$ cat src/rtl/mem_dma.sv
// Bus-initiator DMA engine: copies len 16-bit words from src to dst over the
// shared command/address/data bus, one READ_WAIT-cycle read then one write per word.
module mem_dma #(
    parameter int unsigned READ_WAIT = 2
) (
    input  logic        clk,
    input  logic        reset,
    input  logic        start,
    input  logic [8:0]  src,
    input  logic [8:0]  dst,
    input  logic [8:0]  len,
    input  logic [15:0] read_data,
    output logic [1:0]  mem_cmd,
    output logic [8:0]  mem_addr,
    output logic [15:0] write_data,
    output logic        busy,
    output logic        done,
    output logic [8:0]  remaining
);

    typedef enum logic [1:0] {
        S_IDLE,
        S_RD,
        S_WR,
        S_FIN
    } state_t;

    localparam logic [1:0] CMD_NONE  = 2'b00;
    localparam logic [1:0] CMD_READ  = 2'b01;
    localparam logic [1:0] CMD_WRITE = 2'b10;

    state_t      r_state;
    state_t      w_next;
    logic [8:0]  r_src;
    logic [8:0]  r_dst;
    logic [8:0]  r_rem;
    logic [15:0] r_data;
    logic [31:0] r_wait;
    logic        w_last_rd;

    // r_wait counts completed RD cycles; the last one is when it reaches READ_WAIT-1
    assign w_last_rd  = (r_wait == READ_WAIT - 1);
    assign write_data = r_data;
    assign remaining  = r_rem;

    always_comb begin
        w_next   = r_state;
        mem_cmd  = CMD_NONE;
        mem_addr = '0;
        busy     = 1'b1;
        done     = 1'b0;
        case (r_state)
            S_IDLE: begin
                busy = 1'b0;
                if (start) begin
                    w_next = (len == 9'd0) ? S_FIN : S_RD;
                end
            end
            S_RD: begin
                mem_cmd  = CMD_READ;
                mem_addr = r_src;
                if (w_last_rd) begin
                    w_next = S_WR;
                end
            end
            S_WR: begin
                mem_cmd  = CMD_WRITE;
                mem_addr = r_dst;
                w_next   = (r_rem == 9'd1) ? S_FIN : S_RD;
            end
            S_FIN: begin
                done   = 1'b1;
                w_next = S_IDLE;
            end
            default: w_next = S_IDLE;
        endcase
    end

    always_ff @(posedge clk or negedge reset) begin
        if (!reset) begin
            r_state <= S_IDLE;
            r_src   <= '0;
            r_dst   <= '0;
            r_rem   <= '0;
            r_data  <= '0;
            r_wait  <= '0;
        end else begin
            r_state <= w_next;
            case (r_state)
                S_IDLE: begin
                    if (start) begin
                        r_src  <= src;
                        r_dst  <= dst;
                        r_rem  <= len;
                        r_wait <= '0;
                    end
                end
                S_RD: begin
                    if (w_last_rd) begin
                        r_data <= read_data;
                        r_wait <= '0;
                    end else begin
                        r_wait <= r_wait + 32'd1;
                    end
                end
                S_WR: begin
                    r_src <= r_src + 9'd1;
                    r_dst <= r_dst + 9'd1;
                    r_rem <= r_rem - 9'd1;
                end
                default: ;
            endcase
        end
    end

endmodule

$ cat config.mk
export PLATFORM = sky130hd
export DESIGN_NAME = mem_dma
export DESIGN_NICKNAME = d
export VERILOG_FILES = /design/src/rtl/mem_dma.sv
export SDC_FILE = /design/constraint.sdc
export NUM_CORES = 1
export LEC_CHECK = 0
export BUFFER_PORTS_ARGS = -buffer_cell sky130_fd_sc_hd__buf_2
export CAP_MARGIN = 10
export CORE_ASPECT_RATIO = 0.5
export CORE_MARGIN = 3
export CORE_UTILIZATION = 51
export DETAILED_ROUTE_END_ITERATION = 10
export GPL_ROUTABILITY_DRIVEN = 0
export PLACE_DENSITY_LB_ADDON = 0.08
export SYNTH_ARGS = -nofsm -noshare
export SYNTH_HDL_FRONTEND = slang
export SYNTH_SLANG_ARGS = --single-unit
$ cat constraint.sdc
create_clock -name clk -period 2.7 [get_ports clk]
set_input_delay 0 -clock clk [delete_from_list [all_inputs] [get_ports clk]]
set_output_delay 0 -clock clk [all_outputs]
set_load 0.005 [all_outputs]
==> results.json, run 1 <==
{
  "fin_tns_setup_ns": 0,
  "synth_nets": 515,
  "synth_area_leaders": "dfrtp_1, mux2_2, nand2_1, nand3_1, ha_1",
  "cts.reportedPaths.clkPinSlew_ns": 0.06,
  "cts_tree": "yes",
  "start_util_pct": 53.1,
  "ir_drop_v": 0.000303,
  "synth_top_area_share_pct": 44.7,
  "combPwrFrac_pct": 4.0,
  "tightest_slew_ns": 0.970,
  "synth.distinct_cells": 49,
  "syn_to_final_growth_pct": 31.3,
  "crit_fanout": 7,
  "p_sw_w": 0.000524,
  "grt_max_degree": 78,
  "worstPathRequired_ns": 2.92,
  "cts_setup_buffers": 0,
  "die_w_um": 136,
  "synth_cells": 458,
  "power_density_nw_per_um2": 505,
  "dpl.hpwl_mm": 7.30,
  "io_pins": 84,
  "first_pass_iters": 5,
  "status": "finished, final reports clean",
  "multi_input_area_um2": 2270,
  "synth_edf_count": 0,
  "synth_top_family_by_area": "simple AND/OR/NAND/NOR gates",
  "diodes": 0,
  "rsz0062_at_grt": "false",
  "min_from": "dst[6]",
  "core-area_um2": 8120,
  "setup_viol": 0,
  "drive_above_1_share_pct": 23.3,
  "post_drt_wl_per_cell_um": 16.0,
  "synth_fa_ha_area_share_pct": 3.19,
  "clk_latency_ns": 0.34,
  "slew_violations": 0,
  "numPortBuffers": 83,
  "fmax_mhz": 417,
  "swShare_pct": 18.3,
  "synth_compound_area_share_pct": 15.0,
  "htreeDepth": 3,
  "regArea_um2": 1930,
  "hp-class": "in -> reg",
  "synth.cell_area_um2": 4310,
  "ys_seq_elements": 77,
  "hold_viol_final": 0,
  "ant_nets": 0,
  "async_reset_ff_share_pct": 100,
  "pre_cts_ws_ns": 0.140,
  "grt_pass1_vias": 3905,
  "yosysMostFrequentCell": "dfrtp_1",
  "period_share_pct": 88.7,
  "synth_top_area_cell": "dfrtp_1",
  "critical_path_class": "reg -> reg",
  "post-route-util_pct": 69.8,
  "fp.dieH_um": 71.0,
  "synth-seq-area-share_pct": 44.7,
  "clockRootBuffer": "clkbuf_16",
  "fill_cells": 646,
  "cts_buffers": 9,
  "p_int_w": 0.00233,
  "synth_mux_area_share_pct": 7.31,
  "rows": 23,
  "vias": 4023,
  "die-area_um2": 9660,
  "synth_xor_area_share_pct": 3.86,
  "worst_ep_arrival_time_ns": 2.62,
  "critPathLaunch": "r_state[1]",
  "min_period_ns": 2.40,
  "cp-end-kind": "flip-flop",
  "drc": 0,
  "slew_headroom_pct": 35.4,
  "drt_iter0_markers": 215,
  "p_seq_share_pct": 40.4,
  "drt-total-wl_mm": 11.2,
  "grt_pass1_wl_mm": 18.8,
  "grt_use_total_pct": 24.3,
  "ys.warnings.count": 0,
  "vias_per_cell": 5.76,
  "power_leakage_nw": 2.56,
  "synth_commonest_cells": "dfrtp_1, nand2_1, nor2_1",
  "nNetsFinal": 639,
  "start_kind": "flip-flop",
  "antenna_found_initial": 0,
  "fin_skew_ns": 0.00489,
  "synth_area_per_cell_um2": 9.42,
  "ys.flop_type": "dfrtp_1",
  "timing.final.ws_setup_ns": 0.305,
  "grt-ovfl-total": 0,
  "max-clock-path-buffers": 2,
  "cts_num_sinks": 77,
  "synthSimpleGateAreaFrac_pct": 23.1,
  "cap_violations": 0,
  "power_frac_clock_pct": 55.7,
  "r2r-start": "r_state[1]"
}
## power groups by stage
| stage | combinational (W) | sequential, W | clock [W] |
|---|---|---|---|
| floorplan | 0.00000741 | 0.00118 | 0 |
| global placement | 0.0000682 | 0.00118 | 0 |
| detailed placement | 0.0000681 | 0.00118 | 0 |
| CTS | 0.000113 | 0.00115 | 0.00162 |
| global route | 0.000125 | 0.00115 | 0.00167 |
| finish | 0.000113 | 0.00115 | 0.00159 |
## critical path, stage by stage, from the launching register on
cell and delay, ns:
dfrtp_1 0.40, inv_1 0.13, ha_1 0.36, mux2i_2 0.13
or4_1 0.75, nor4_4 0.30, xnor2_1 0.16, nor2_2 0.05
## flip-flops by register name, summed over array words and instances (netlist names)
signal,cells
write_data,16
r_src,9
r_dst,9
r_wait,32
remaining,9
r_state,2
## area by class of cell
type                            instances  area share (%)
Clock buffer                           10            4.22
Multi-Input combinational cell        351            40.1
Clock inverter                          6            2.78
Inverter                               11           0.729
Tap cell                              112            2.47
Timing Repair Buffer                  132            15.6
Sequential cell                        77            34.0
## routing by layer
metal  global-route usage (%)  vias to the layer above  part of all wire (%)
met5                        0                        -                     0
met4                     7.04                        0                   1.8
met3                     5.68                       22                   4.2
met2                     41.5                       96                    49
met1                     31.1                     1962                    45
li1                         -                     1943                     -
## what timing repair did
action	4_1_cts	5_1_grt
hold buffers	40	0
setup endpoints to repair	0	16
resized for setup	0	1
endpoints found under the hold margin	116	0
## path summary, 6_finish.rpt
| path | end | slack (ns) | cells after the start |
|---|---|---|---|
| worst max-delay path | r_wait[22] | 0.30 | 7 |
| worst min-delay path | r_dst[6] | 0.03 | 3 |
| worst max register to register | r_wait[22] | 0.30 | 7 |
| worst min register to register | write_data[11] | 0.50 | 1 |
| max in group asynchronous | remaining[6] | 1.72 | 2 |
| min in group asynchronous | r_wait[22] | 0.35 | 2 |
## cells by family (layout without fill, tap and decap cells)
kind of cell / after synthesis / count (layout)
AO/OA/AOI/OAI: 105 / 105
XOR/XNOR: 19 / 19
adder cells (fa/ha/maj): 11 / 11
buffers and inverters: 30 / 159
flip-flops: 77 / 77
multiplexers: 29 / 29
AND/OR/NAND/NOR: 187 / 187
## metrics by stage
step / hold slack (ns) / cell area (um2) / instances / power, W
after floorplan: -0.296 / 4310 / 458 / 0.00118
after global routing: 0.0250 / 5660 / 699 / 0.00295
final: 0.0282 / 5660 / 699 / 0.00286
after global placement: 0.229 / 4860 / 643 / 0.00124
after CTS: 0.0167 / 5660 / 699 / 0.00288
after detailed placement: 0.226 / 4860 / 643 / 0.00124
## placed cells by master (no fill, tap or decap), types with 3 or more instances in the layout
cell type / count
buf_2: 82
dfrtp_1: 77
nand2_1: 44
dlygate4sd3_1: 40
nor2_1: 35
nand3_1: 30
a21oi_1: 26
o21ai_0: 24
mux2_2: 17
o22ai_1: 17
nand4_1: 14
inv_1: 11
mux2i_1: 11
ha_1: 11
nor2b_1: 10
nor4_1: 10
xor2_1: 10
buf_4: 10
a22oi_1: 9
nor3_1: 9
xnor2_1: 9
clkbuf_16: 9
and3_1: 8
o211ai_1: 6
o31ai_1: 5
or4_1: 5
bufinv_16: 5
a31oi_1: 4
nor3_2: 4
nor4b_1: 3
a22o_1: 3
Power figures use the tool's default switching activity.
==> run 2: changes to the inputs <==
==> constraint.sdc (replaced) <==
create_clock -name clk -period 2.7 [get_ports clk]
set_input_delay 0.135 -clock clk [delete_from_list [all_inputs] [get_ports clk]]
set_output_delay 0.135 -clock clk [all_outputs]
set_load 0.005 [all_outputs]
==> run 2 against run 1 <==
Compared with the run above:
- the run now ends with negative hold slack left
- maximum frequency fell by 0.33%
- register-to-register slack is essentially flat
- clock-buffer cell count unchanged
- cell count is 5.7% lower
- clock power about the same
- power is 1.7% lower
- flip-flop and latch count did not move
- global-route usage shrank 1.6 points
- combinational power decreased by 41%
- routed wire length down 7.7%
- critical endpoint unchanged
- largest cell class unchanged
==> results.json, run 2 (synthesized netlist as in run 1, its figures left out) <==
{
  "post_drt_wl_per_cell_um": 15.7,
  "cts.reportedPaths.clkPinSlew_ns": 0.06,
  "reg2reg_depth": 7,
  "final_common_cell": "buf_2",
  "regArea_um2": 1930,
  "slew_violations": 0,
  "cap_violations": 0,
  "cts_buffers": 9,
  "ant_nets": 0,
  "grt_pass1_wl_mm": 17.6,
  "die_w_um": 136,
  "first_pass_iters": 4,
  "power.total_w": 0.00281,
  "p_sw_w": 0.000513,
  "critical_path_class": "reg -> reg",
  "hold_viol_final": 77,
  "dp.cells": 643,
  "worst_ep_arrival_time_ns": 2.63,
  "critPathMaxStageDelay_ns": 0.75,
  "drt_iter0_markers": 228,
  "clk_latency_ns": 0.34,
  "crit_cells": 7,
  "tightest_slew_ns": 0.965,
  "diodes": 0,
  "fin_skew_ns": 0.00451,
  "core-area_um2": 8120,
  "io_pins": 84,
  "fp.dieH_um": 71.0,
  "grt-ovfl-total": 0,
  "place_area_um2": 4860,
  "numPortBuffers": 83,
  "ir_drop_v": 0.000304,
  "r2r_slack_ns": 0.30,
  "slew_headroom_pct": 35.6,
  "crit_fanout": 7,
  "antenna_found_initial": 0,
  "power_density_nw_per_um2": 534,
  "r2r-start": "r_state[0]",
  "p_int_w": 0.00230,
  "worstSetupEndpoint": "r_wait[22]",
  "hp-class": "in -> async",
  "power_leakage_nw": 2.39,
  "top_register": "r_wait",
  "violations": "negative hold slack",
  "fmax_mhz": 416,
  "status": "complete, but fails checks",
  "multi_input_area_um2": 2270,
  "fill_cells": 694,
  "start_util_pct": 53.1,
  "r2r-end": "r_wait[22]",
  "fin_tns_setup_ns": 0,
  "drc": 0,
  "vias": 3782,
  "setup_viol": 0,
  "cp-end-kind": "flip-flop",
  "cp_top_family": "simple AND/OR/NAND/NOR gates",
  "cts_setup_buffers": 0,
  "period_share_pct": 89.0,
  "die-area_um2": 9660,
  "start_kind": "flip-flop",
  "finalHoldWorstSlack_ns": -0.0524,
  "crit_buf_inv": 1,
  "final_area_um2": 5260,
  "post-route-util_pct": 64.8,
  "stdcell_count": 659,
  "max-clock-path-buffers": 2,
  "critPathSlowestCell": "or4_1",
  "nNetsFinal": 599,
  "min_period_ns": 2.40,
  "grt_pass1_vias": 3630,
  "grt_max_degree": 78,
  "cts.repair.resized": 0,
  "dpl.hpwl_mm": 7.30,
  "clockRootBuffer": "clkbuf_16",
  "cts_num_sinks": 77,
  "mostFrequentLayoutCells": "buf_2, dfrtp_1, nand2_1",
  "grt_use_total_pct": 22.6,
  "worstPathRequired_ns": 2.92,
  "drive_above_1_share_pct": 25.0,
  "rsz0062_at_grt": "false",
  "combPwrFrac_pct": 2.4,
  "critPathLaunch": "r_state[0]",
  "crit_chain": "inv_1, ha_1, mux2i_2, or4_1, nor4_4, xnor2_1, nor2_2",
  "vias_per_cell": 5.74,
  "largest_reg_flops": 32,
  "rows": 23,
  "cts_tree": "yes",
  "syn_to_final_growth_pct": 22.0,
  "p_seq_share_pct": 41.1,
  "drt-total-wl_mm": 10.3,
  "postCtsHoldBufs": 0,
  "htreeDepth": 3,
  "power_frac_clock_pct": 56.6,
  "swShare_pct": 18.3
}
-- run 2: metal layers --
layer / global-route usage [%] / vias to the layer above / share of wire, %
met1: 30.7 / 1812 / 46
met4: 5.47 / 0 / 1.2
li1: - / 1865 / -
met3: 6.04 / 16 / 5.0
met5: 0 / - / 0
met2: 36.7 / 89 / 48
-- run 2: power by group through the flow --
stage / logic [W] / clock network [W] / registers [W]
after floorplan: 0.00000741 / 0 / 0.00118
after global routing: 0.0000759 / 0.00167 / 0.00115
after CTS: 0.0000683 / 0.00162 / 0.00115
after detailed placement: 0.0000681 / 0 / 0.00118
final: 0.0000664 / 0.00159 / 0.00115
after global placement: 0.0000682 / 0 / 0.00118
-- run 2: area by class of cell --
type,instances,area share [%]
Clock buffer,10,4.54
Clock inverter,6,3.00
Inverter,11,0.785
Multi-Input combinational cell,351,43.2
Sequential cell,77,36.6
Tap cell,112,2.66
Timing Repair Buffer,92,9.22
-- run 2: worst register-to-register path: stages (launching register included) --
cell	delay, ns
dfrtp_1	0.42
inv_1	0.08
ha_1	0.31
mux2i_2	0.21
or4_1	0.75
nor4_4	0.30
xnor2_1	0.16
nor2_2	0.05
-- run 2: how the worst min path moves through the flow --
stage | start | endpoint | cells past startpoint
after floorplan | reset | r_dst[0] | 0
after global placement | reset | r_wait[18] | 1
after detailed placement | reset | r_wait[18] | 1
after CTS | reset | r_wait[18] | 1
after global routing | read_data[2] | write_data[2] | 2
final | reset | r_wait[15] | 1
-- run 2: stage by stage --
stage | hold WS (ns) | worst slack [ns]
3_3_place_gp | 0.364 | 0.222
6_report | -0.0524 | 0.297
3_5_place_dp | 0.361 | 0.140
2_1_floorplan | -0.161 | 0.501
5_1_grt | 0.0215 | 0.134
4_1_cts | 0.000344 | 0.121
==> run 3: changes to the inputs <==
--- a/config.mk
+++ b/config.mk
@@ -7,9 +7,10 @@
 export LEC_CHECK = 0
 export BUFFER_PORTS_ARGS = -buffer_cell sky130_fd_sc_hd__buf_2
 export CAP_MARGIN = 10
+export CELL_PAD_IN_SITES_DETAIL_PLACEMENT = 0
+export CELL_PAD_IN_SITES_GLOBAL_PLACEMENT = 2
 export CORE_ASPECT_RATIO = 0.5
-export CORE_MARGIN = 3
-export CORE_UTILIZATION = 51
+export CORE_UTILIZATION = 34
 export DETAILED_ROUTE_END_ITERATION = 10
 export GPL_ROUTABILITY_DRIVEN = 0
 export PLACE_DENSITY_LB_ADDON = 0.08
==> run 3 against run 2 <==
Compared with the run above:
- the run now ends clean
- maximum frequency is 0.63% higher
- clock-buffer cell count is 1 lower
- via count fell by 1.9%
- final area down 0.59%
- worst setup slack improved by 0.015 ns
- cell count up 8.2%
- clock skew rose by 0.0073 ns
- routed wire length is 11% higher
- sequential share of layout area is 0.22 points higher
- core utilization is 22 points lower
==> results.json, run 3 (synthesized netlist as in run 1, its figures left out) <==
{
  "r2r-end": "r_wait[22]",
  "p_int_w": 0.00183,
  "grt_use_total_pct": 18.8,
  "hold_end": "write_data[7]",
  "largest_reg_flops": 32,
  "final_area_um2": 5230,
  "start_kind": "flip-flop",
  "status": "finished, final reports clean",
  "io_pins": 84,
  "hold_depth": 2,
  "r2r_slack_ns": 0.31,
  "numPortBuffers": 83,
  "core-area_um2": 12100,
  "cts_tree": "yes",
  "syn_to_final_growth_pct": 21.3,
  "r2r-start": "r_state[0]",
  "ir_drop_v": 0.000233,
  "cap_violations": 0,
  "cts.repair.resized": 0,
  "power_density_nw_per_um2": 464,
  "vias_per_cell": 5.20,
  "post_drt_wl_per_cell_um": 16.1,
  "fmax_mhz": 419,
  "slew_violations": 0,
  "grt_pass1_vias": 3638,
  "start_util_pct": 35.7,
  "ant_nets": 0,
  "fin_skew_ns": 0.0118,
  "worstPathRequired_ns": 2.93,
  "nNetsFinal": 600,
  "grt_pass1_wl_mm": 19.3,
  "drc": 0,
  "period_share_pct": 88.5,
  "first_pass_iters": 4,
  "reg2reg_depth": 7,
  "crit_fanout": 7,
  "top_register": "r_wait",
  "min_from": "read_data[7]",
  "p_seq_share_pct": 47.5,
  "rsz0062_at_grt": "false",
  "cp-end-kind": "flip-flop",
  "fin_tns_setup_ns": 0,
  "critical_path_class": "reg -> reg",
  "dpl.hpwl_mm": 8.10,
  "tightest_slew_ns": 0.719,
  "fp.dieH_um": 81.6,
  "swShare_pct": 24.5,
  "max-clock-path-buffers": 2,
  "vias": 3711,
  "place_area_um2": 4930,
  "clk_latency_ns": 0.34,
  "final_common_cell": "buf_2",
  "drt-total-wl_mm": 11.5,
  "min_period_ns": 2.39,
  "cts_buffers": 9,
  "die_w_um": 161,
  "mostFrequentLayoutCells": "buf_2, dfrtp_1, nand2_1",
  "p_sw_w": 0.000595,
  "clockRootBuffer": "clkbuf_16",
  "power_leakage_nw": 2.34,
  "slew_headroom_pct": 52.1,
  "grt-ovfl-total": 0,
  "cts.reportedPaths.clkPinSlew_ns": 0.07,
  "worst_ep_arrival_time_ns": 2.62,
  "combPwrFrac_pct": 2.9,
  "setup_viol": 0,
  "drive_above_1_share_pct": 25.0,
  "hold_viol_final": 0,
  "drt_iter0_markers": 246,
  "rows": 28,
  "post-route-util_pct": 43.3,
  "die-area_um2": 13200,
  "power_frac_clock_pct": 49.5,
  "grt_max_degree": 55,
  "hp-class": "in -> reg",
  "diodes": 0,
  "antenna_found_initial": 0,
  "power.total_w": 0.00242,
  "cts_num_sinks": 77,
  "htreeDepth": 3
}
-- run 3: changes by cell type in the layout (fill, tap and decap cells not counted) --
| cell | delta |
|---|---|
| dlygate4sd3_1 | +1 |
| bufinv_16 | -5 |
| clkbuf_8 | -1 |
| inv_6 | +3 |
| clkinvlp_4 | +1 |
| inv_8 | +2 |
-- run 3: area by class of cell --
type                       count  area (um2)
timing repair buffer          93         495
fill                        1237        6860
multi-input combinational    351        2270
inverter                      11        41.3
sequential                    77        1930
tap                          165         206
clock buffer                   9         225
clock inverter                 7        63.8
-- run 3: through the flow --
stage	hold WS [ns]	setup WS, ns	std cells
6_report	0.0198	0.312	713
5_1_grt	0.00848	0.102	713
4_1_cts	0.00942	0.313	713
3_5_place_dp	0.246	0.325	696
3_3_place_gp	0.246	0.318	696
2_1_floorplan	-0.161	0.501	458
-- run 3: critical path, cell delays in order (launching register included) --
cell     delay (ns)
dfrtp_1        0.43
inv_1          0.08
ha_1           0.31
mux2i_2        0.21
or4_1          0.75
nor4_4         0.28
xnor2_1        0.16
nor2_2         0.04
-- run 3: layer usage --
metal	global-route usage (%)	routed length, um
met1	26.4	5960
met2	30.1	5080
met3	3.84	355
met4	4.25	85
met5	0	0
-- run 3: power by group through the flow --
stage          Clock [W]  Sequential (W)  Combinational, W
2_1_floorplan          0         0.00118        0.00000741
3_3_place_gp           0         0.00118         0.0000731
3_5_place_dp           0         0.00118         0.0000730
4_1_cts          0.00124         0.00115         0.0000744
5_1_grt          0.00128         0.00115         0.0000808
6_report         0.00120         0.00115         0.0000710
-- run 3: timing repair --
action / 4_1_cts / 5_1_grt
buffers inserted: 0 / 0
endpoints found under the hold margin: 52 / 0
endpoints found under the setup margin: 0 / 0
hold buffers: 1 / 0
-- run 3: worst max-delay path by stage --
stage,startpoint,end
floorplan,r_state[0],r_wait[22]
global placement,r_state[0],r_wait[22]
detailed placement,r_state[0],r_wait[22]
CTS,r_state[0],r_wait[22]
global route,r_wait[15],r_state[0]
finish,r_state[0],r_wait[22]
